==> src/rtl/imem_dmem_arbiter_pkg.sv <==
// Shared definitions for the instruction/data memory arbiter: the FSM state
// encoding, the default SRAM wait-state count and a counter-width helper.
package imem_dmem_arbiter_pkg;

  typedef enum logic [1:0] {
    ARB_IDLE = 2'd0,
    ARB_IF   = 2'd1,
    ARB_MEM  = 2'd2
  } arb_state_t;

  localparam int ARB_WAIT_CYCLES_DEF = 2;

  // Width of a counter that must hold values 0..wait_cycles
  function automatic int cnt_width(input int wait_cycles);
    return $clog2(wait_cycles + 1);
  endfunction

endpackage

==> src/rtl/imem_dmem_arbiter_wait_counter.sv <==
// Loadable down-counter used to time SRAM wait states. The owner decides
// when to decrement; the zero flag marks the final access cycle.
module wait_counter #(
  parameter int W = 2
) (
  input  logic         clk,
  input  logic         rst,
  input  logic         load,
  input  logic [W-1:0] load_val,
  input  logic         dec,
  output logic [W-1:0] value,
  output logic         zero
);

  // Load takes precedence over decrement so a new access always starts clean
  always_ff @(posedge clk or posedge rst) begin
    if (rst) begin
      value <= '0;
    end else if (load) begin
      value <= load_val;
    end else if (dec) begin
      value <= value - W'(1);
    end
  end

  assign zero = (value == '0);

endmodule

==> src/rtl/imem_dmem_arbiter.sv <==
// Arbiter sharing one single-port fixed-latency SRAM between instruction
// fetch and data access. MEM has fixed priority over IF when both request
// in IDLE. Optional performance counters are enabled by ARB_PERF_CNT_EN.
module imem_dmem_arbiter
  import imem_dmem_arbiter_pkg::*;
#(
  parameter int ADDR_W      = 32,
  parameter int DATA_W      = 32,
  parameter int WAIT_CYCLES = ARB_WAIT_CYCLES_DEF
) (
  input  logic              clk,
  input  logic              rst,
  input  logic              if_req,
  input  logic [ADDR_W-1:0] if_addr,
  input  logic              if_flush,
  output logic              if_valid,
  output logic [DATA_W-1:0] if_rdata,
  output logic              if_freeze,
  input  logic              mem_req,
  input  logic              mem_we,
  input  logic [ADDR_W-1:0] mem_addr,
  input  logic [DATA_W-1:0] mem_wdata,
  output logic              mem_ready,
  output logic [DATA_W-1:0] mem_rdata,
  output logic              mem_freeze,
  output logic              sram_en,
  output logic              sram_we,
  output logic [ADDR_W-1:0] sram_addr,
  output logic [DATA_W-1:0] sram_wdata,
  input  logic [DATA_W-1:0] sram_rdata
`ifdef ARB_PERF_CNT_EN
  ,
  output logic [31:0]       perf_if_stall,
  output logic [31:0]       perf_mem_acc
`endif
);

  localparam int CNT_W = cnt_width(WAIT_CYCLES);
  localparam logic [CNT_W-1:0] CNT_LOAD = CNT_W'(WAIT_CYCLES - 1);

  arb_state_t        state;
  arb_state_t        state_nxt;
  logic [ADDR_W-1:0] addr_q;
  logic [DATA_W-1:0] wdata_q;
  logic              we_q;
  logic              cnt_load;
  logic              cnt_dec;
  logic [CNT_W-1:0]  cnt_val;
  logic              cnt_zero;

  wait_counter #(
    .W(CNT_W)
  ) u_wait_counter (
    .clk      (clk),
    .rst      (rst),
    .load     (cnt_load),
    .load_val (CNT_LOAD),
    .dec      (cnt_dec),
    .value    (cnt_val),
    .zero     (cnt_zero)
  );

  // Count down through every access cycle until the final one
  assign cnt_dec = (state != ARB_IDLE) && (cnt_val != '0);

  // State register
  always_ff @(posedge clk or posedge rst) begin
    if (rst) begin
      state <= ARB_IDLE;
    end else begin
      state <= state_nxt;
    end
  end

  // Capture the granted request in IDLE; held stable for the whole access
  always_ff @(posedge clk or posedge rst) begin
    if (rst) begin
      addr_q  <= '0;
      wdata_q <= '0;
      we_q    <= 1'b0;
    end else if (state == ARB_IDLE) begin
      if (mem_req) begin
        addr_q  <= mem_addr;
        wdata_q <= mem_wdata;
        we_q    <= mem_we;
      end else if (if_req && !if_flush) begin
        addr_q <= if_addr;
        we_q   <= 1'b0;
      end
    end
  end

  // Next-state decode, counter control and access handshakes
  always_comb begin
    state_nxt = state;
    cnt_load  = 1'b0;
    if_valid  = 1'b0;
    mem_ready = 1'b0;
    sram_en   = 1'b0;
    sram_we   = 1'b0;
    case (state)
      ARB_IDLE: begin
        if (mem_req) begin
          state_nxt = ARB_MEM;
          cnt_load  = 1'b1;
        end else if (if_req && !if_flush) begin
          state_nxt = ARB_IF;
          cnt_load  = 1'b1;
        end
      end
      ARB_IF: begin
        sram_en = 1'b1;
        if (if_flush) begin
          state_nxt = ARB_IDLE;
        end else if (cnt_zero) begin
          if_valid  = 1'b1;
          state_nxt = ARB_IDLE;
        end
      end
      ARB_MEM: begin
        sram_en = 1'b1;
        sram_we = we_q;
        if (cnt_zero) begin
          mem_ready = 1'b1;
          state_nxt = ARB_IDLE;
        end
      end
      default: begin
        state_nxt = ARB_IDLE;
      end
    endcase
  end

  assign sram_addr  = addr_q;
  assign sram_wdata = wdata_q;
  assign if_rdata   = if_valid ? sram_rdata : '0;
  assign mem_rdata  = (mem_ready && !we_q) ? sram_rdata : '0;
  assign if_freeze  = if_req & ~if_valid & ~if_flush;
  assign mem_freeze = mem_req & ~mem_ready;

`ifdef ARB_PERF_CNT_EN
  // Free-running wrap-around counters of fetch stall cycles and data accesses
  always_ff @(posedge clk or posedge rst) begin
    if (rst) begin
      perf_if_stall <= '0;
      perf_mem_acc  <= '0;
    end else begin
      if (if_freeze) begin
        perf_if_stall <= perf_if_stall + 32'd1;
      end
      if (mem_ready) begin
        perf_mem_acc <= perf_mem_acc + 32'd1;
      end
    end
  end
`else
  // Performance counters are not built in this configuration
`endif

endmodule
==> config.mk <==
export PLATFORM = sky130hd
export DESIGN_NAME = imem_dmem_arbiter
export DESIGN_NICKNAME = d
export VERILOG_FILES = /design/src/rtl/imem_dmem_arbiter_pkg.sv /design/src/rtl/imem_dmem_arbiter_wait_counter.sv /design/src/rtl/imem_dmem_arbiter.sv
export SDC_FILE = /design/constraint.sdc
export NUM_CORES = 1
export LEC_CHECK = 0
export ABC_AREA = 1
export CORE_MARGIN = 1.5
export CORE_UTILIZATION = 25
export CTS_CLUSTER_DIAMETER = 30
export DETAILED_ROUTE_END_ITERATION = 10
export RECOVER_POWER = 100
export SYNTH_ARGS = -nofsm -noshare
export SYNTH_HDL_FRONTEND = slang
export SYNTH_HIERARCHICAL = 1
export SYNTH_SLANG_ARGS = --single-unit
==> constraint.sdc <==
create_clock -name clk -period 2.6 [get_ports clk]
set_clock_uncertainty 0.05 [all_clocks]
set_input_delay 0.39 -clock clk [delete_from_list [all_inputs] [get_ports clk]]
set_output_delay 0.39 -clock clk [all_outputs]
set_load 0.1 [all_outputs]
==> results of run 1 <==
-- routing by layer --
layer / track usage / vias up
li1: - / 2152
met1: 0.1903 / 1976
met2: 0.3195 / 172
met3: 0.03894 / 17
met4: 0.06217 / 0
met5: 0 / -
-- stage by stage --
| step | total power, mW | TNS, ns | setup WS (ns) | instances |
|---|---|---|---|---|
| detailed placement | 9.152 | 0 | 0.4347 | 985 |
| global route | 10.17 | 0 | 0.02319 | 1002 |
| global placement | 9.076 | 0 | 0.5022 | 985 |
| floorplan | 7.306 | -4.345 | -0.1191 | 552 |
| finish | 9.750 | 0 | 0.08551 | 1002 |
| CTS | 10.49 | 0 | 0.07567 | 1001 |
-- sequential cells by signal, indices dropped and copies added (netlist names) --
register	flops
sram_addr	32
we_q	1
state	2
sram_wdata	32
u_wait_counter/value	2
-- critical path: cells and delay by family (launching register included) --
family / cells / cell delay [ns]
AND/OR/NAND/NOR: 3 / 0.35
adder cells (fa/ha/maj): 1 / 0.25
buffers and inverters: 4 / 0.69
flip-flops: 1 / 0.45
-- layout make-up --
cell class / instances / area share
repair buffers: 278 / 0.3571
multi-input cells: 404 / 0.2777
flip-flops and latches: 69 / 0.2547
clock buffers: 10 / 0.03525
well taps: 184 / 0.03395
inverters: 50 / 0.02823
clock inverters: 6 / 0.01273
diodes: 1 / 0.0003691
-- where the power goes --
part,switching [mW],internal (mW)
Sequential,0.293,1.58
Combinational,5.57,0.996
Clock,0.443,0.863
-- synth_stat cells --
cell type	count
nand2_1	284
nor2_1	71
dfrtp_1	69
inv_1	48
nand3_1	35
buf_2	18
buf_4	6
ha_1	6
buf_6	3
clkbuf_1	2
conb_1	2
inv_2	2
nand2_2	2
o21ai_0	2
nand2_4	1
nor2_2	1
-- placed cells by master, fill, tap and decap left out, types with 2 or more instances in the layout --
cell,count
clkinvlp_4,2
inv_1,48
clkbuf_16,9
nand3_1,35
clkbuf_1,65
conb_1,2
clkinv_2,2
clkbuf_4,35
buf_4,5
ha_1,6
nor2_4,33
nor2_1,38
o21ai_0,2
buf_12,7
nand2_4,2
buf_8,19
bufinv_16,2
dfrtp_1,69
nand2_1,284
clkbuf_2,6
buf_6,8
clkdlybuf4s50_1,132
-- final timing paths --
kind / startpoint / end / slack, ns / depth (start not counted)
worst min-delay path: rst / u_wait_counter/value[1]$_DFFE_PP0P_ / 0.35 / 2
worst min register to register: sram_wdata[3]$_DFFE_PP0P_ / sram_wdata[3]$_DFFE_PP0P_ / 0.43 / 2
min in group clk: sram_wdata[3]$_DFFE_PP0P_ / sram_wdata[3]$_DFFE_PP0P_ / 0.43 / 2
worst max-delay path: state[0]$_DFFE_PP0P_ / mem_rdata[15] / 0.09 / 8
max in group asynchronous: rst / sram_addr[19]$_DFFE_PP0P_ / 0.66 / 3
worst max register to register: state[0]$_DFFE_PP0P_ / sram_addr[17]$_DFFE_PP0P_ / 0.31 / 7
-- logic make-up after synthesis --
kind of cell / synth area share
compound gates: 0.002690
fa+ha+maj: 0.02017
buf+inv: 0.09785
flops: 0.4640
other cells: 0.002018
simple gates: 0.4132
==> flow_summary.toml, run 1 <==
[global_route]
antenna_found_initial = 1
gr-total-overflow = 0
track_usage = 0.1716
grt_pass1_wl_um = 21470
grt_max_degree = 37
grt_pass1_vias = 4296

[cts]
numClockSinks = 69
postCtsHoldBufs = 0
htree_levels = 3
clock_latency_ns = 0.32
numCtsBuffers = 9
clockRootBuffer = "clkbuf_16"
clock_path_buffers = 2
tritoncts = "yes"
post_cts_resize_count = 0
post-cts-setup-buffer-count = 0
cts.reportedPaths.clkPinSlew_ns = 0.05

[routing]
num_vias = 4317
top_layer = "met4"
initialDrtViolationCount = 129
dr.pass1.iters = 5
wl_met2_um = 6949
drc = 0
vias_per_cell = 4.308
wl_met1_um = 5618
wl_met3_um = 812
final_antenna_net_count = 0
wirelength_um = 13630
wl_per_cell_um = 13.60

[worst_setup_path]
slowest_delay_ns = 0.45
cpMaxStageDelayCell = "dfrtp_1"
cp.required_ns = 2.16
crit_fanout = 19
criticalPathCategory = "reg2out"
critPathArrivalTime_ns = 2.07
critical_path.endpoint_type = "output port"
critical_path.startpoint_type = "flip-flop"
path_cells = "inv_1 > ha_1 > nand2_1 > clkinvlp_4 > nand2_4 > buf_12 > nor2_4 > buf_8"

[cells_and_area]
nFillCells = 1475
multi_input_area_mm2 = 0.001883
postLayoutCellArea_mm2 = 0.006780
fin_util = 0.4665
fin_nets = 952
synthToLayoutAreaGrowth_pct = 82.21
seq_area_mm2 = 0.001727
drive_above_1_share = 0.1652

[floorplan]
core_area_mm2 = 0.01453
io_pins = 268
chipWidth_um = 125
die_y_um = 125
die_area_mm2 = 0.01563
start_util = 0.2560
rows = 44

[job]
maxCapViolCount = 0

[timing]
slew_violations = 0
rsz0062_at_grt = "false"
min_period_ns = 2.514
fmax_ghz = 0.3977
worst_pin_slew_ns = 1.242
holdWs_ns = 0.3523
setup_viol = 0
fin_crit_sh = 0.9671
finalHoldViolations = 0
maxSlewHeadroom = 0.1752

[synth]
synth_seq_cells = 69
synth_top_area_share = 0.4640
yosys_warnings = 6
synth.distinct_cells = 16
synth_top_area_cell = "dfrtp_1"
syn_area_mm2 = 0.003721
ys_seq_area_frac = 0.4640
syn_area_per_cell_um2 = 6.741
syn_nets = 692
synthTopCellsByArea = "dfrtp_1 (46%), nand2_1 (29%), nor2_1 (7.2%), inv_1 (4.8%), nand3_1 (4.7%)"
syn_inst = 552

[power_and_ir_drop]
power_density_mw_per_mm2 = 1438
vdd.ir_drop.worst_uv = 938.0
p_leak_nw = 3.478

[placed_design]
dp_hpwl_um = 11040
gp_congestion = 0.8340
io_buffers = 267
placed_area_mm2 = 0.007342

[run_status]
status = "finished clean"

[worst_hold_path]
worstHoldPathType = "in2async"
Power figures use the tool's default switching activity.
==> run 2, diff against run 1 <==
CTS_BUF_LIST = sky130_fd_sc_hd__clkbuf_4   (was not set)
==> run 2 against run 1 <==
Design area is 3.2% lower. Utilization is 1.5 points lower. Sequential share of layout area is 0.85 points higher. Non-clock buffer count is 3 higher. Largest power group unchanged. Wire length is 1.0% higher. Critical path depth stayed put. Total power is 5.4% lower.
==> flow_summary.toml, run 2 (synthesis results as in run 1) <==
[run_status]
status = "finished clean"

[worst_setup_path]
critical_path.endpoint_type = "output port"
r2r_end = "sram_addr[17]$_DFFE_PP0P_"
criticalPathCategory = "reg2out"
crit_fanout = 9
cp.required_ns = 2.16
r2r_cells = 7
critPathArrivalTime_ns = 2.07
critical_path.startpoint_type = "flip-flop"
reg2reg_setup_slack_ns = 0.32
r2r_start = "state[1]$_DFFE_PP0P_"

[placed_design]
io_buffers = 267
placed_area_mm2 = 0.007342
dp_hpwl_um = 11040
gp_congestion = 0.8340

[timing]
worst_pin_slew_ns = 1.241
fmax_ghz = 0.3979
slew_violations = 0
finalHoldViolations = 0
maxSlewHeadroom = 0.1759
setup_viol = 0
min_period_ns = 2.513
rsz0062_at_grt = "false"
holdWs_ns = 0.2571
fin_crit_sh = 0.9666

[cts]
tritoncts = "yes"
clock_path_buffers = 2
postCtsHoldBufs = 0
numClockSinks = 69
numCtsBuffers = 9
clock_latency_ns = 0.40
htree_levels = 3
clockRootBuffer = "clkbuf_4"
cts.reportedPaths.clkPinSlew_ns = 0.10

[floorplan]
die_y_um = 125
rows = 44
core_area_mm2 = 0.01453
start_util = 0.2560
die_area_mm2 = 0.01563
chipWidth_um = 125
io_pins = 268

[cells_and_area]
drive_above_1_share = 0.1683
fin_nets = 955
nFillCells = 1498
final_common_cell = "nand2_1"
fin_util = 0.4514
postLayoutCellArea_mm2 = 0.006561
synthToLayoutAreaGrowth_pct = 76.33
final_cell_mix = "nand2_1 (284), clkdlybuf4s50_1 (132), dfrtp_1 (69), clkbuf_1 (65), inv_1 (48)"

[power_and_ir_drop]
finalPower_mw = 9.227
power_density_mw_per_mm2 = 1406
p_leak_nw = 3.413
vdd.ir_drop.worst_uv = 898.0

[routing]
initialDrtViolationCount = 160
drc = 0
wirelength_um = 13770
dr.pass1.iters = 4
vias_per_cell = 4.307
num_vias = 4329
wl_per_cell_um = 13.70
final_antenna_net_count = 0

[global_route]
grt_pass1_vias = 4291
antenna_found_initial = 1
grt_max_degree = 37
grt_pass1_wl_um = 21600
track_usage = 0.1729
gr-total-overflow = 0

[worst_hold_path]
worstHoldPathType = "in2async"

[job]
maxCapViolCount = 0
==> run 2: layout make-up <==
type	count	area (um^2)	share of cell area
Timing Repair Buffer	281	2359	0.3595
Multi-Input combinational cell	404	1894	0.2887
Sequential cell	69	1727	0.2632
Tap cell	184	230.2	0.03509
Inverter	50	191.4	0.02918
Clock inverter	7	90.09	0.01373
Clock buffer	9	67.56	0.01030
Antenna cell	1	2.502	0.0003814
==> run 2: how the worst max path moves through the flow <==
stage	cells after the start	slack, ns	to	startpoint
final	8	0.09	mem_rdata[1]	state[0]$_DFFE_PP0P_
after global routing	8	0.009	mem_rdata[6]	u_wait_counter/value[0]$_DFFE_PP0P_
after CTS	8	0.05	mem_rdata[31]	u_wait_counter/value[0]$_DFFE_PP0P_
after detailed placement	8	0.43	mem_rdata[15]	state[0]$_DFFE_PP0P_
after global placement	6	0.50	if_rdata[15]	if_flush
after floorplan	5	-0.12	if_rdata[22]	state[1]$_DFFE_PP0P_
==> run 2: power by group <==
part	internal (mW)	switching, mW
sequential	1.58	0.287
combinational	1.01	5.59
clock	0.385	0.385
total	2.97	6.26
==> run 2: metrics by stage <==
stage,setup TNS [ns],cells,setup WS [ns]
6_report,0,1005,0.08679
5_1_grt,0,1005,0.008757
4_1_cts,0,1004,0.04972
3_5_place_dp,0,985,0.4347
3_3_place_gp,0,985,0.5022
2_1_floorplan,-4.345,552,-0.1191
==> run 2: worst max-delay path, stage by stage, from the launching register on <==
cell and delay, ns:
dfrtp_1 0.41, inv_1 0.10, ha_1 0.21, nand2_1 0.10, clkinvlp_4 0.12, nand2_8 0.10
bufbuf_16 0.31, nor2_4 0.10, buf_8 0.20
==> run 2: what timing repair did <==
action | CTS | global route
setup endpoints to repair | 19 | 9
cloned | 1 | 0
setup buffers | 2 | 0
gates resized for setup | 2 | 1
==> run 2: per-layer routing <==
metal | global-route usage | wire length, um | vias to the layer above
met5 | 0 | 0 | -
met2 | 0.3234 | 7050 | 172
met4 | 0.05615 | 235 | 0
li1 | - | - | 2161
met1 | 0.1900 | 5687 | 1982
met3 | 0.04407 | 795 | 14
==> RTL change 1: new RTL, settings of run 1 <==
`ARB_WAIT_CYCLES_DEF`: 2 -> 4.
--- a/src/rtl/imem_dmem_arbiter_pkg.sv
+++ b/src/rtl/imem_dmem_arbiter_pkg.sv
@@ -8,7 +8,7 @@
     ARB_MEM  = 2'd2
   } arb_state_t;
 
-  localparam int ARB_WAIT_CYCLES_DEF = 2;
+  localparam int ARB_WAIT_CYCLES_DEF = 4;
 
   // Width of a counter that must hold values 0..wait_cycles
   function automatic int cnt_width(input int wait_cycles);
Formal check against the unedited RTL: not equivalent (Yosys sat finds a counterexample within 4 cycles, from zero or initial values and one cycle with rst high).
==> RTL change 1 against run 1 <==
- the flow now finishes with violations (design-rule violations)
- sequential power up 2%
- setup slack better by 29 ps
- combinational power down 2%
- final area up 2.1%
- sequential share of layout area down 0.16 points
- register-to-register slack worse by 30 ps
- sequential cell count up 1
- wire length up 0.17%
- worst hold slack better by 28 ps
- die area up 1.5%
- total power down 2.5%
- area after synthesis up 1.5%
==> RTL change 1: results (changes against run 1) <==
vias in the first global route=4,418 (+2.8%); Crit path largest cell delay=390 ps (-60 ps); pre-CTS setup slack=336 ps (-99.0 ps); Critical Path Source=u_wait_counter/value[0]$_DFFE_PP0P_; worst setup path endpoint=mem_rdata[16]; Setup WS post-layout=114 ps (+28.5 ps); most frequent cells after synthesis=nand2_1 (282), dfrtp_1 (70), nor2_1 (70), inv_1 (48), nand3_1 (37); Placer Congestion=0.824 (-1.2%); WL/cell=13.5 um (-1.0%); Vias/cell=4.31 (about the same); layout cells sized above 1=17.2% (+0.71 points); DR pass1 iterations=7 (+2); residual DRC count=23 (+23); status=finished, violations left; multi-input gates=408 (+0.99%); Post-Synth Adder-Cell Area=2.32% (+0.30 points); Slew HR=5.33% (-12 points); placed instance area=0.00743 mm2 (+1.1%); CP max FO=9 (-10); global-route usage over all layers=17.0% (-0.15 points); peak supply drop=0.787 mV (-16%); Synth Area in Compound Gates=0.132% (-0.14 points); sequential fraction of design power=20.2% (+0.9 points); first-pass GRT wire length=21,500 um (+0.29%); cts repair resizes=1 (+1); largest net degree at the start of global routing=42 (+14%); bufs w/o clock=286 (+2.9%); fill count=1,511 (+2.4%); dominant cells by area after synthesis=dfrtp_1 (46%), nand2_1 (28%), nor2_1 (7.0%), nand3_1 (4.9%), inv_1 (4.8%); failing checks=design-rule violations; utilization after layout=47.3% (+0.62 points); Worst EP arrival=2050 ps (-20 ps)
==> RTL change 1: changes by cell type in the layout (fill, tap and decap cells not counted), sizes merged, moves of 2 or more <==
cell	run 1	this run
bufinv	2	0
clkbuf	116	112
buf	39	49
nand2	287	285
nand3	35	37
inv	49	52
nand3b	0	2
==> RTL change 1: metrics by stage <==
step                hold slack, ps  instances  setup TNS, ps  power, uW
floorplan                     93.6        557          -7340       7190
global placement               417        993              0       8890
detailed placement             420        993              0       8970
CTS                            258       1011              0      10200
global route                   371       1014              0       9980
finish                         381       1014              0       9510
==> RTL change 1: layer usage <==
layer / wire length (um) / vias up / GRT usage, %
met5: 13 / - / 0
met4: 198 / 2 / 5.27
met3: 1230 / 17 / 5.10
met2: 6940 / 183 / 31.9
met1: 5270 / 1985 / 18.3
li1: - / 2182 / -
==> RTL change 2: new RTL, settings of run 1 <==
Made on the original files. Encoding of `arb_state_t`: now one-hot (3 bits for 3 states).
--- a/src/rtl/imem_dmem_arbiter_pkg.sv
+++ b/src/rtl/imem_dmem_arbiter_pkg.sv
@@ -2,10 +2,10 @@
 // encoding, the default SRAM wait-state count and a counter-width helper.
 package imem_dmem_arbiter_pkg;
 
-  typedef enum logic [1:0] {
-    ARB_IDLE = 2'd0,
-    ARB_IF   = 2'd1,
-    ARB_MEM  = 2'd2
+  typedef enum logic [2:0] {
+    ARB_IDLE = 3'b001,
+    ARB_IF   = 3'b010,
+    ARB_MEM  = 3'b100
   } arb_state_t;
 
   localparam int ARB_WAIT_CYCLES_DEF = 2;
Formal check against the unedited RTL: same outputs for any inputs over 10 cycles, from zero or initial values and one cycle with rst high; not proved beyond that.
==> RTL change 2 against run 1 <==
- via count up 0.32%
- final area grew 2.8%
- sequential cell count is 1 higher
- largest cell class unchanged
- total power decreased by 7.9%
- sequential share of layout area down 0.31 points
- setup slack improved by 110 ps
- highest routed layer unchanged
- wire length shrank 0.82%
- critical path depth is the same
- area after synthesis down 1.1%
==> RTL change 2: results (changes against run 1) <==
distinct cell type count after synthesis=19 (+3); top_reg_cell synth=dfrtp_1; most frequent cells after synthesis=nand2_1 (277), nor2_1 (71), dfrtp_1 (69), inv_1 (48), nand3_1 (38); dpl cells=985 (unchanged); Slowest-stage cell, CP=buf_8; clock-pin slew on the worst setup and hold paths=50 ps (about the same); via count=4,331 (+0.32%); initial antenna violation count=0 (-1); Clock Tree Buf Depth=2 (unchanged); synth warn=6 (unchanged); reg2reg end=sram_wdata[3]$_DFFE_PP0P_; dpl hpwl=10,900 um (-1.6%); Placer Congestion=0.795 (-4.7%); critical path's top delay family=buffers and inverters; Skew-Pair Late Insertion Delay=320 ps (about the same); Post-Synth XOR/XNOR Area=0% (unchanged); status=completed; initial DRC count=188 (+46%); Vias/cell=4.33 (+0.42%); hold slack final=360 ps (+8.10 ps); peak supply drop=0.832 mV (-11%); layout cells sized above 1=16.8% (+0.24 points); I/O Buffers=267 (unchanged); CP max FO=32 (+13); n_diodes=0 (-1); Post-synth ARST share=100% (unchanged); Worst Tran Pin Value=1230 ps (-9.57 ps); depth of the most critical reg-to-reg path=7 (unchanged); Post-Synth Adder-Cell Area=0.340% (-1.7 points); cells after synthesis=550 (-0.36%); nets=947 (-0.53%); first-pass GRT wire length=21,700 um (+1.2%); dominant cells by area after synthesis=dfrtp_1 (47%), nand2_1 (28%), nor2_1 (7.2%), nand3_1 (5.2%), inv_1 (4.9%); Post-CTS Setup Repair Bufs=0 (unchanged); HP Class=in -> async; Worst EP arrival=1960 ps (-110 ps); Pleak=0.00349 uW (+0.37%); global-route usage over all layers=17.4% (+0.24 points); H-tree depth=3 (unchanged); Critical Path Source=u_wait_counter/value[0]$_DFFE_PP0P_; placed instance area=0.00732 mm2 (-0.27%); r2r startpoint=state[0]$_DFFE_PP1P_; worst setup path endpoint=mem_rdata[10]; post-synthesis sequential area ratio=47.6% (+1.2 points); Clock Tree Root=clkbuf_16; DR pass1 iterations=5 (unchanged); fmax=417 MHz (+4.8%); cts repair resizes=0 (unchanged); Crit path largest cell delay=430 ps (-20 ps); pre-CTS setup slack=479 ps (+44.6 ps); number of buffers created by CTS=9 (unchanged); largest net degree at the start of global routing=34 (-8.1%); PwrDens=1290 mW/mm2 (-10%); syn_nets=685 (-1.0%); Synth Area in Compound Gates=0.714% (+0.45 points); reg-to-reg setup timing slack=810 ps (+500 ps); mux cell area share after synthesis=0% (unchanged); WL/cell=13.5 um (-0.72%)
RTL change 2: cell count changes after synthesis, moves of 2 or more:
cell / change
buf_1: +2
buf_2: +4
buf_4: -3
buf_6: -3
ha_1: -5
nand2_1: -7
nand3_1: +3
o21ai_0: +2
RTL change 2: layout make-up:
cell class	count	area, um2
inverters	51	191
fillers	1479	7510
clock buffers	11	243
well taps	184	230
multi-input cells	401	1840
clock inverters	5	58.8
repair buffers	279	2650
flip-flops and latches	70	1750
RTL change 2: worst register-to-register path, delay by kind of cell (launching register included):
family,cells,cell delay [ps]
buffers and inverters,2,570
and+or+nand+nor,5,550
DFF,1,560
RTL change 2: metal layers:
metal	GRT usage (%)	vias up	share of wire [%]
li1	-	2153	-
met3	4.51	19	6.4
met4	5.34	0	1.9
met2	31.6	186	51
met1	19.9	1973	41
met5	0	-	0
RTL change 2: power breakdown:
part           total, uW  internal [uW]  switching, uW
sequential          1910           1610            295
clock               1210            768            443
combinational       5870            872           4990
total               8980           3250           5730
